--- config.mk ---
export PLATFORM = sky130hd
export DESIGN_NAME = inst_rr_arbiter
export DESIGN_NICKNAME = d
export VERILOG_FILES = /design/src/rtl/inst_arb_pkg.sv /design/src/rtl/rr_pick.sv /design/src/rtl/inst_rr_arbiter.sv
export SDC_FILE = /design/constraint.sdc
export NUM_CORES = 1
export LEC_CHECK = 0
export ABC_CLOCK_PERIOD_IN_PS = 7400
export CORE_MARGIN = 2
export CORE_UTILIZATION = 63
export DETAILED_ROUTE_END_ITERATION = 10
export PLACE_DENSITY = 0.88
export SYNTH_ARGS = -nofsm -noshare
export SYNTH_HDL_FRONTEND = slang
export SYNTH_SLANG_ARGS = --single-unit
--- constraint.sdc ---
create_clock -name clk -period 7.4 [get_ports clk]
set_input_delay 1.48 -clock clk [delete_from_list [all_inputs] [get_ports clk]]
set_output_delay 1.48 -clock clk [all_outputs]
set_load 0.005 [all_outputs]
--- src/rtl/inst_arb_pkg.sv ---
// Shared definitions for the instance round-robin arbiter: FSM state encoding,
// default sizing and the grant-id width derivation.
package inst_arb_pkg;

    localparam int N_REQ_DEFAULT   = 10;
    localparam int TIMEOUT_DEFAULT = 16;

    // Width needed to index n requesters; never narrower than one bit.
    function automatic int id_width(input int n);
        return (n > 1) ? $clog2(n) : 1;
    endfunction

    localparam int ID_W_DEFAULT = id_width(N_REQ_DEFAULT);

    typedef enum logic [1:0] {
        IDLE,
        GRANT,
        RECOVER
    } arb_state_t;

endpackage

--- src/rtl/rr_pick.sv ---
// Rotating-priority search: first set request at or above ptr, wrapping
// modulo N_REQ. Purely combinational.
module rr_pick
    import inst_arb_pkg::*;
#(
    parameter int N_REQ = N_REQ_DEFAULT,
    parameter int ID_W  = id_width(N_REQ)
) (
    input  logic [N_REQ-1:0] req,
    input  logic [ID_W-1:0]  ptr,
    output logic [ID_W-1:0]  winner,
    output logic             found
);

    // One extra bit holds ptr+i before the modulo fold (both operands < N_REQ).
    localparam logic [ID_W:0] N_EXT = (ID_W+1)'(N_REQ);

    logic [ID_W:0]   idx;
    logic [ID_W-1:0] cand;

    // Walk N_REQ positions starting at ptr and keep the first hit.
    always_comb begin
        winner = '0;
        found  = 1'b0;
        idx    = '0;
        cand   = '0;
        for (int i = 0; i < N_REQ; i++) begin
            idx = {1'b0, ptr} + (ID_W+1)'(i);
            if (idx >= N_EXT) begin
                idx = idx - N_EXT;
            end
            cand = idx[ID_W-1:0];
            if (!found && req[cand]) begin
                found  = 1'b1;
                winner = cand;
            end
        end
    end

endmodule

--- src/rtl/inst_rr_arbiter.sv ---
// Round-robin arbiter granting one child instance at a time, with a hold
// timeout that forcibly revokes the grant and inserts a recovery cycle.
module inst_rr_arbiter
    import inst_arb_pkg::*;
#(
    parameter int N_REQ   = N_REQ_DEFAULT,
    parameter int TIMEOUT = TIMEOUT_DEFAULT,
    parameter int ID_W    = id_width(N_REQ)
) (
    input  logic             clk,
    input  logic             rst,
    input  logic [N_REQ-1:0] req,
    input  logic [N_REQ-1:0] rel,
    output logic [N_REQ-1:0] gnt,
    output logic             gnt_valid,
    output logic [ID_W-1:0]  gnt_id,
    output logic             timeout_pulse,
    output logic [15:0]      grant_cnt
);

    localparam int              HOLD_W    = $clog2(TIMEOUT + 1);
    localparam logic [HOLD_W-1:0] HOLD_LAST = HOLD_W'(TIMEOUT - 1);
    localparam logic [ID_W-1:0]   LAST_ID   = ID_W'(N_REQ - 1);

    arb_state_t        state;
    arb_state_t        state_next;
    logic [ID_W-1:0]   ptr;
    logic [ID_W-1:0]   owner;
    logic [ID_W-1:0]   winner;
    logic              found;
    logic [HOLD_W-1:0] hold_cnt;
    logic              owner_done;
    logic              hold_expired;

    rr_pick #(
        .N_REQ (N_REQ),
        .ID_W  (ID_W)
    ) u_pick (
        .req    (req),
        .ptr    (ptr),
        .winner (winner),
        .found  (found)
    );

    // Only the owner's own release or dropped request ends a grant.
    assign owner_done   = rel[owner] | ~req[owner];
    assign hold_expired = (hold_cnt == HOLD_LAST);

    // State register.
    always_ff @(posedge clk) begin
        if (rst) begin
            state <= IDLE;
        end else begin
            state <= state_next;
        end
    end

    // Owner, rotating pointer, hold timer and grant counter.
    always_ff @(posedge clk) begin
        if (rst) begin
            ptr       <= '0;
            owner     <= '0;
            hold_cnt  <= '0;
            grant_cnt <= '0;
        end else begin
            case (state)
                IDLE: begin
                    if (found) begin
                        owner     <= winner;
                        ptr       <= (winner == LAST_ID) ? '0 : winner + 1'b1;
                        hold_cnt  <= '0;
                        grant_cnt <= grant_cnt + 16'd1;
                    end
                end
                GRANT: begin
                    hold_cnt <= hold_cnt + 1'b1;
                end
                default: begin
                    hold_cnt <= '0;
                end
            endcase
        end
    end

    // Next-state logic; a release beats a simultaneous timeout.
    always_comb begin
        state_next = state;
        case (state)
            IDLE: begin
                if (found) begin
                    state_next = GRANT;
                end
            end
            GRANT: begin
                if (owner_done) begin
                    state_next = IDLE;
                end else if (hold_expired) begin
                    state_next = RECOVER;
                end
            end
            RECOVER: begin
                state_next = IDLE;
            end
            default: begin
                state_next = IDLE;
            end
        endcase
    end

    // Outputs decoded from registered state only, so they change on edges.
    always_comb begin
        gnt           = '0;
        gnt_id        = '0;
        timeout_pulse = 1'b0;
        case (state)
            GRANT: begin
                gnt[owner] = 1'b1;
                gnt_id     = owner;
            end
            RECOVER: begin
                timeout_pulse = 1'b1;
            end
            default: begin
            end
        endcase
        gnt_valid = |gnt;
    end

endmodule

# Yosys cells after proc, flatten, opt, wreduce, memory -nomap -nowiden
# Cells that the tools add are included.
# classes
n_div	0
eq_ne	6
magnitude_cmp	22
reduce_logical	23
bitwise_logic	2
add_sub_neg	22
muxes	66
n_shift	0
multipliers	0
# op_table
cell	n
2-to-1 mux 4 bit	22
< comparator 4 x 5 -> 1 bit, second input constant	11
binary-select mux 1 bit (select 4 bit)	12
>= comparator 5 x 4 -> 1 bit, second input constant	9
subtractor 4 bit, second input constant	10
2-to-1 mux 1 bit	24
adder 4 x 3 -> 5 bit, second input constant	4
adder 16 x 1 -> 16 bit, second input constant	1
adder 4 x 2 -> 5 bit, second input constant	2
adder 4 x 4 -> 5 bit, second input constant	2
logical AND 1 bit	10
2-to-1 mux 10 bit	1
one-hot mux 5 bit (2 select lines)	1
OR reduction 10 bit	1
zero test 1 bit	9
2-to-1 mux 2 bit	3
adder 4 x 1 -> 5 bit, second input constant	1
adder 5 x 1 -> 5 bit, second input constant	1
== test 5 x 4 -> 1 bit, second input constant	1
2-to-1 mux 5 bit	1
adder 4 x 1 -> 4 bit, second input constant	1
demux 1 bit (select 4 bit)	1
== test 4 bit, second input constant	1
>= comparator 4 x 1 -> 1 bit, second input constant	1
10 further kinds	11
# word_totals
register_bits	31
ramBits	0
mem_bits_ro	0
mem_count	0
latchBits	0
input_bits	22

# Logic depth before layout (Yosys ltp)
# logic_depth
word_depth	34
ltp_mapped	18
mapped_depth_nobuf	16

# By module
# A second synthesis with hierarchy kept.
# hier_totals
hier_cells	578
area_unflattened_um2	4256.6
# by_module_without_submodules
module	n_inst	cells_per_inst	area_each_um2
rr_pick	1	365	2552.4
inst_rr_arbiter	1	213	1704.1

# Worst setup path after synthesis
# Ideal clock, no wire load.
# synth_path
kind	register -> register
startpoint	register ptr[1]
endpoint	register ptr[2]
slack_ns	2.582
setup_ns	0.120
arrival_time_ns	4.698
path_buffers	3
stages_incl_launch_ff	19
required_ns	7.280
cell_sequence	dfxtp_1 -> buf_2 -> inv_1 -> ha_1 -> buf_4 -> clkinv_1 -> ha_1 -> mux4_2 -> mux2_2 -> or3_1 -> o211a_2 -> or3b_4 -> nand4bb_1 -> buf_2 -> nor3_2 -> o21ai_1 -> a221o_1 -> and3_1 -> o31a_1
# synth_via
elab_chain_len	34
elab_cells_between_ends	101
classes_between	add/sub: 20; order compare: 10; eq/ne: 1; mux: 51; reduce/logical: 19
# synth_lines
item	line	source
from (decl)	inst_rr_arbiter.sv:27	logic [ID_W-1:0] ptr;
from (signal assigned)	inst_rr_arbiter.sv:70	ptr <= (winner == LAST_ID) ? '0 : winner + 1'b1;
branches (longest 34 deep; another with adder 4 x 1 -> 5 bit)	-	
# Parallel ways; which one is timed is not known. The select of a mux whose other input is x is not followed.
# A chain may end at the register's enable or synchronous reset.

# Worst setup path in the final report
# layout_path
startpoint	register ptr[1]
endpoint	register ptr[3]
# The elaborated chain is that of the path after synthesis.

==> flow_summary.ini <==
[status]
outcome = finished, final reports clean

[timing]
skew_ns = 0.00755
fmax_mhz = 172
rsz0062_at_grt = false
drv_slew = 0
maxSlewHeadroom = 0.289
max_slew.worst_pin.slew_ns = 1.06
setup_violations = 0
hold_viol_final = 0
post-route-period-util = 0.787
period_needed_ns = 5.82
fin_tns_setup_ns = 0
hold_slack_ns = 0.508

[setup_path]
crit_path_end_kind = register
r2r_setup_slack_ns = 1.58
path_class = register to register
arrival_ns = 6.00
r2r_cells = 17
required_ns = 7.57
worstReg2RegStart = ptr[1]
startpoint = ptr[1]
worstPathMaxFanout = 27
crit_path_end = ptr[3]
start_kind = register
timing.rr.end = ptr[3]

[place]
hpwlAfterDp_mm = 10.9
portBuffers = 53
placed_cells = 724
gp_congestion = 0.928

[clocking]
cts_tree = yes
post_cts_buffers = 0
htree_levels = 2
cts-root-buf = clkbuf_8
clk_pin_slew_ns = 0.06
clock_path_buffers = 2
clock_latency_ns = 0.29
cts_buffers = 5
cts.sinks = 31
cts_resized = 0
ctsHoldBuffers = 0

[power]
intPower_w = 0.00118
power.share.switching = 0.560
power.density_nw_per_um2 = 509
p_sw_w = 0.00151
p_leak_nw = 1.95
p_clk_frac = 0.047
fin_total_pwr_w = 0.00269
ir_worst_vdd_v = 0.000291
power_frac_comb = 0.871
seq_power_share = 0.082

[layout]
multiInputGateArea_um2 = 3790
diodes = 0
syn_to_final_growth_pct = 13.0
n_fill_cell = 588
mostFrequentLayoutCells = 55 x nor2_1, 53 x clkdlybuf4s50_1, 43 x a21oi_1
stdcell_count = 732
seq_area_um2 = 621
drive_gt1_frac = 0.0948
layout_commonest_cell = nor2_1
finalNetCount = 680

[route]
vias = 4982
drc = 0
ant_nets = 0
drt_iter0_drc = 423
wirelength_mm = 14.3
wl_per_cell_um = 19.6
drt-pass1-iter-count = 5
viasPerCell = 6.81

[grt]
antenna_found_initial = 0
gr-total-overflow = 0
grt_max_degree = 40
grt_pass1_wl_mm = 23.6
grt_pass1_vias = 4809
track_usage = 0.350

[yosys]
synth.avg_cell_area_um2 = 7.79
synth-edff-count = 0
synth_compound_area_frac = 0.282
yosys_most_used_dff = dfxtp_1
async_flop_share = 0
synth_warnings = 0
syn_nets = 648
ys_seq_area_frac = 0.133
synth_cell_type_count = 90
synth_top_family_by_area = compound AO/OA/AOI/OAI gates
synth-simple-area-share = 0.278
syn_inst = 600
synth-seq-cells = 31
yosys.area_share.adder = 0.0712
syn-cell-area_um2 = 4670
synth_xor_area_frac = 0.0391
synthMuxAreaShare = 0.140

[floorplanning]
dieArea_um2 = 8130
core_um2 = 7210
design.portCount = 54
rows = 31
die_w_um = 90.1
initial_core_util = 0.648
die_h_um = 90.1

[min_path]
hold_path_class = register to register
worstHoldStart = hold_cnt[4]

[run]
cap_violations = 0
## per-stage QoR
step	setup WS, ns	util	instance area, um^2
final	1.58	0.732	5280
after global routing	1.28	0.732	5280
after CTS	1.69	0.732	5280
after detailed placement	1.72	0.721	5200
after global placement	1.76	0.721	5200
after floorplan	2.58	-	4670
## cell usage after synthesis (6+ instances only)
cell | number | area share
mux2_2 | 10 | 0.024
clkbuf_1 | 17 | 0.014
nor2b_1 | 15 | 0.020
dfxtp_1 | 31 | 0.13
and3_1 | 6 | 0.0080
nor3_1 | 21 | 0.022
buf_2 | 10 | 0.011
a21o_1 | 8 | 0.013
ha_1 | 25 | 0.067
and2_1 | 7 | 0.0094
nand2b_1 | 13 | 0.017
nand3_1 | 15 | 0.016
a21oi_1 | 43 | 0.046
a221oi_1 | 10 | 0.019
mux2i_1 | 27 | 0.058
a211o_1 | 7 | 0.013
o21a_1 | 7 | 0.011
or3_1 | 11 | 0.015
mux4_2 | 12 | 0.058
nor2_1 | 55 | 0.044
inv_1 | 24 | 0.019
nand2_1 | 37 | 0.030
nand4_1 | 10 | 0.013
xnor2_1 | 15 | 0.028
nand3b_1 | 6 | 0.0096
o21ai_0 | 26 | 0.028
a211oi_1 | 10 | 0.016
## per-layer routing
layer,global-route usage,part of all wire,up-vias
met3,0.0679,0.077,34
met2,0.573,0.46,267
met4,0.113,0.024,0
li1,-,-,2346
met5,0,0,-
met1,0.465,0.44,2335
## cells by family after synthesis
| family | after synthesis |
|---|---|
| buf+inv | 60 |
| mux | 49 |
| compound gates | 180 |
| xor+xnor | 20 |
| flops | 31 |
| simple gates | 234 |
| fa+ha+maj | 26 |
## how the worst min path moves through the flow
| stage | endpoint | depth (start not counted) |
|---|---|---|
| floorplan | hold_cnt[4] | 2 |
| global placement | hold_cnt[4] | 2 |
| detailed placement | hold_cnt[2] | 2 |
| CTS | hold_cnt[4] | 2 |
| global route | grant_cnt[5] | 2 |
| finish | hold_cnt[4] | 2 |
## flip-flops by register name (all words and copies together) (netlist names)
register and flops:
owner 4, state 2, grant_cnt 16, ptr 4, hold_cnt 5
## critical path, stage by stage (launching register included)
cell and delay (ns):
dfxtp_1 0.31, buf_4 0.30, inv_1 0.35, ha_1 0.39
buf_4 0.25, clkinv_1 0.34, ha_1 0.52, mux4_2 0.33
mux2_2 0.33, or3_1 0.32, o211a_2 0.18, or3b_4 0.42
nand4bb_1 0.41, nor3_2 0.30, o21ai_1 0.12, a221oi_1 0.42
a211oi_1 0.15, a32o_1 0.25
## power groups by stage
stage / sequential, W / combinational, W / clock [W]
after floorplan: 0.000216 / 0.00180 / 0
after global placement: 0.000222 / 0.00223 / 0
after detailed placement: 0.000223 / 0.00226 / 0
after CTS: 0.000220 / 0.00227 / 0.000129
after global routing: 0.000224 / 0.00253 / 0.000136
final: 0.000220 / 0.00234 / 0.000127
## cell type report
type | instances | area share
well taps | 99 | 0.0235
clock inverters | 1 | 0.000948
clock buffers | 7 | 0.0145
flip-flops and latches | 31 | 0.118
inverters | 27 | 0.0192
repair buffers | 58 | 0.108
multi-input cells | 509 | 0.717
(Power assumes the default switching activity.)
==> patch, RTL diff (same flow settings) <==
Make the reset (`rst`) asynchronous in 2 clocked blocks.
--- a/src/rtl/inst_rr_arbiter.sv
+++ b/src/rtl/inst_rr_arbiter.sv
@@ -47,7 +47,7 @@
     assign hold_expired = (hold_cnt == HOLD_LAST);
 
     // State register.
-    always_ff @(posedge clk) begin
+    always_ff @(posedge clk or posedge rst) begin
         if (rst) begin
             state <= IDLE;
         end else begin
@@ -56,7 +56,7 @@
     end
 
     // Owner, rotating pointer, hold timer and grant counter.
-    always_ff @(posedge clk) begin
+    always_ff @(posedge clk or posedge rst) begin
         if (rst) begin
             ptr       <= '0;
             owner     <= '0;
Formal check against the unedited RTL: differs if rst is asserted again (counterexample within 4 cycles, from zero or initial values and one cycle with rst high); with rst held inactive, the same outputs for 4 cycles.
==> patch against the original RTL <==
Area after synthesis decreased by 2.5%; sequential cell count stayed put; clock skew increased by 0.0014 ns; routed wire length down 4.2%; setup slack gained 0.24 ns; cell area shrank 1.4%; critical path type unchanged.
Power is left out: the tool's default activity adds up to more than one toggle a clock period on the data nets, which glitch-free logic cannot reach.
==> patch: results (changes against the original RTL) <==
pre_cts_ws_ns: 1.95  # +0.225 ns
muxShareOfSynthArea_pct: 13.0  # -0.93 points
synthArstFlopShare_pct: 100  # +100 points
cts_made_buffers: 5  # unchanged
fillCellCount: 569  # -3.2%
tightest_slew_ns: 0.996  # -0.0680 ns
synth.avg_cell_area_um2: 8.23  # +5.6%
synth_xor_area_share_pct: 5.77  # +1.9 points
synth-seq-area-share_pct: 17.0  # +3.7 points
outcome: "completed"
worstSetupStartpoint: "ptr[1]$_DFFE_PP0P_"
drive_gt1_share_pct: 11.1  # +1.7 points
cts_buffer_depth: 2  # unchanged
drtIter0Drc: 434  # +2.6%
grt_use_total_pct: 35.2  # +0.23 points
wl_mm: 13.7  # -4.2%
synth_compound_area_share_pct: 28.8  # +0.67 points
synth_area_leaders: "dfrtp_1 17%, ha_1 6.9%, xnor2_1 4.8%, mux2i_1 4.4%, nand2_1 4.0%"
ys_types: 87  # -3.3%
synth-warning-count: 0  # unchanged
synth_fa_ha_area_share_pct: 7.30  # +0.18 points
syn-num-nets: 602  # -7.1%
gp_congestion: 0.992  # +6.9%
nets: 640  # -5.9%
hpwl_mm: 10.5  # -3.7%
fin_skew_ns: 0.00895  # +0.00140 ns
post_cts_buffers: 0  # unchanged
drt_first_pass_iters: 5  # unchanged
grt_pass1_vias: 4377  # -9.0%
final_common_cell: "clkdlybuf4s50_1"
grt_pass1_wl_mm: 21.6  # -8.7%
placed_cells: 684  # -5.5%
synth_ff_type: "dfrtp_1"
min_from: "grant_cnt[15]$_DFFE_PP0P_"
viasPerCell: 6.83  # +0.41%
diodes: 0  # unchanged
antenna_found_initial: 0  # unchanged
r2r_start: "ptr[1]$_DFFE_PP0P_"
cp_max_fo: 23  # -15%
synth_common_cells: "48 x nand2_1, 34 x a21oi_1, 34 x nor2_1"
grt_max_degree: 35  # -13%
vias: 4729  # -5.1%
[patch: metal layers]
| layer | vias to the layer above | GRT usage (%) | part of all wire (%) |
|---|---|---|---|
| met4 | 0 | 17.2 | 4.2 |
| met3 | 48 | 6.00 | 6.8 |
| li1 | 2194 | - | - |
| met2 | 218 | 56.4 | 47 |
| met1 | 2269 | 46.2 | 42 |
| met5 | - | 0 | 0 |
[patch: kinds of logic after synthesis]
| kind of cell | after synthesis |
|---|---|
| flops | 31 |
| compound gates | 180 |
| mux | 45 |
| buf+inv | 51 |
| xor+xnor | 27 |
| simple gates | 194 |
| fa+ha+maj | 26 |
[patch: final cells by class]
| cell class | instances | area (um2) | share of cell area [%] |
|---|---|---|---|
| clock inverter | 2 | 35.0 | 0.673 |
| sequential | 31 | 776 | 14.9 |
| timing repair buffer | 55 | 546 | 10.5 |
| clock buffer | 6 | 82.6 | 1.59 |
| tap | 99 | 124 | 2.38 |
| inverter | 27 | 101 | 1.95 |
| multi-input combinational | 472 | 3540 | 68.1 |
[patch: worst max-delay path, cell delays in order, from the launching register on]
cell      delay, ns
dfrtp_1        0.87
inv_2          0.33
ha_1           0.56
inv_1          0.38
ha_1           0.40
a21boi_0       0.24
a21boi_2       0.27
o21ai_0        0.19
a21oi_1        0.21
o221ai_2       0.21
nor4_4         0.46
nand4_2        0.31
o21ai_0        0.36
o22ai_1        0.16
a21oi_2        0.24
xnor2_1        0.17
o21ai_1        0.08
[patch: worst paths after layout]
| path | to | slack [ns] | depth (start not counted) |
|---|---|---|---|
| max reg2reg | ptr[2]$_DFFE_PP0P_ | 1.81 | 16 |
| min reg2reg | grant_cnt[15]$_DFFE_PP0P_ | 0.49 | 1 |
| min | grant_cnt[15]$_DFFE_PP0P_ | 0.49 | 1 |
| min in group asynchronous | owner[0]$_DFFE_PP0P_ | 1.58 | 3 |
| max | ptr[2]$_DFFE_PP0P_ | 1.81 | 16 |
| max in group asynchronous | hold_cnt[2]$_DFFE_PP0P_ | 5.53 | 3 |
[patch: through the flow]
stage,hold slack (ns),utilization [%],instance area [um2]
after global placement,0.477,71.3,5090
after global routing,0.501,73.0,5210
after floorplan,0.449,-,4560
final,0.485,73.0,5210
after detailed placement,0.469,71.3,5090
after CTS,0.486,73.0,5210
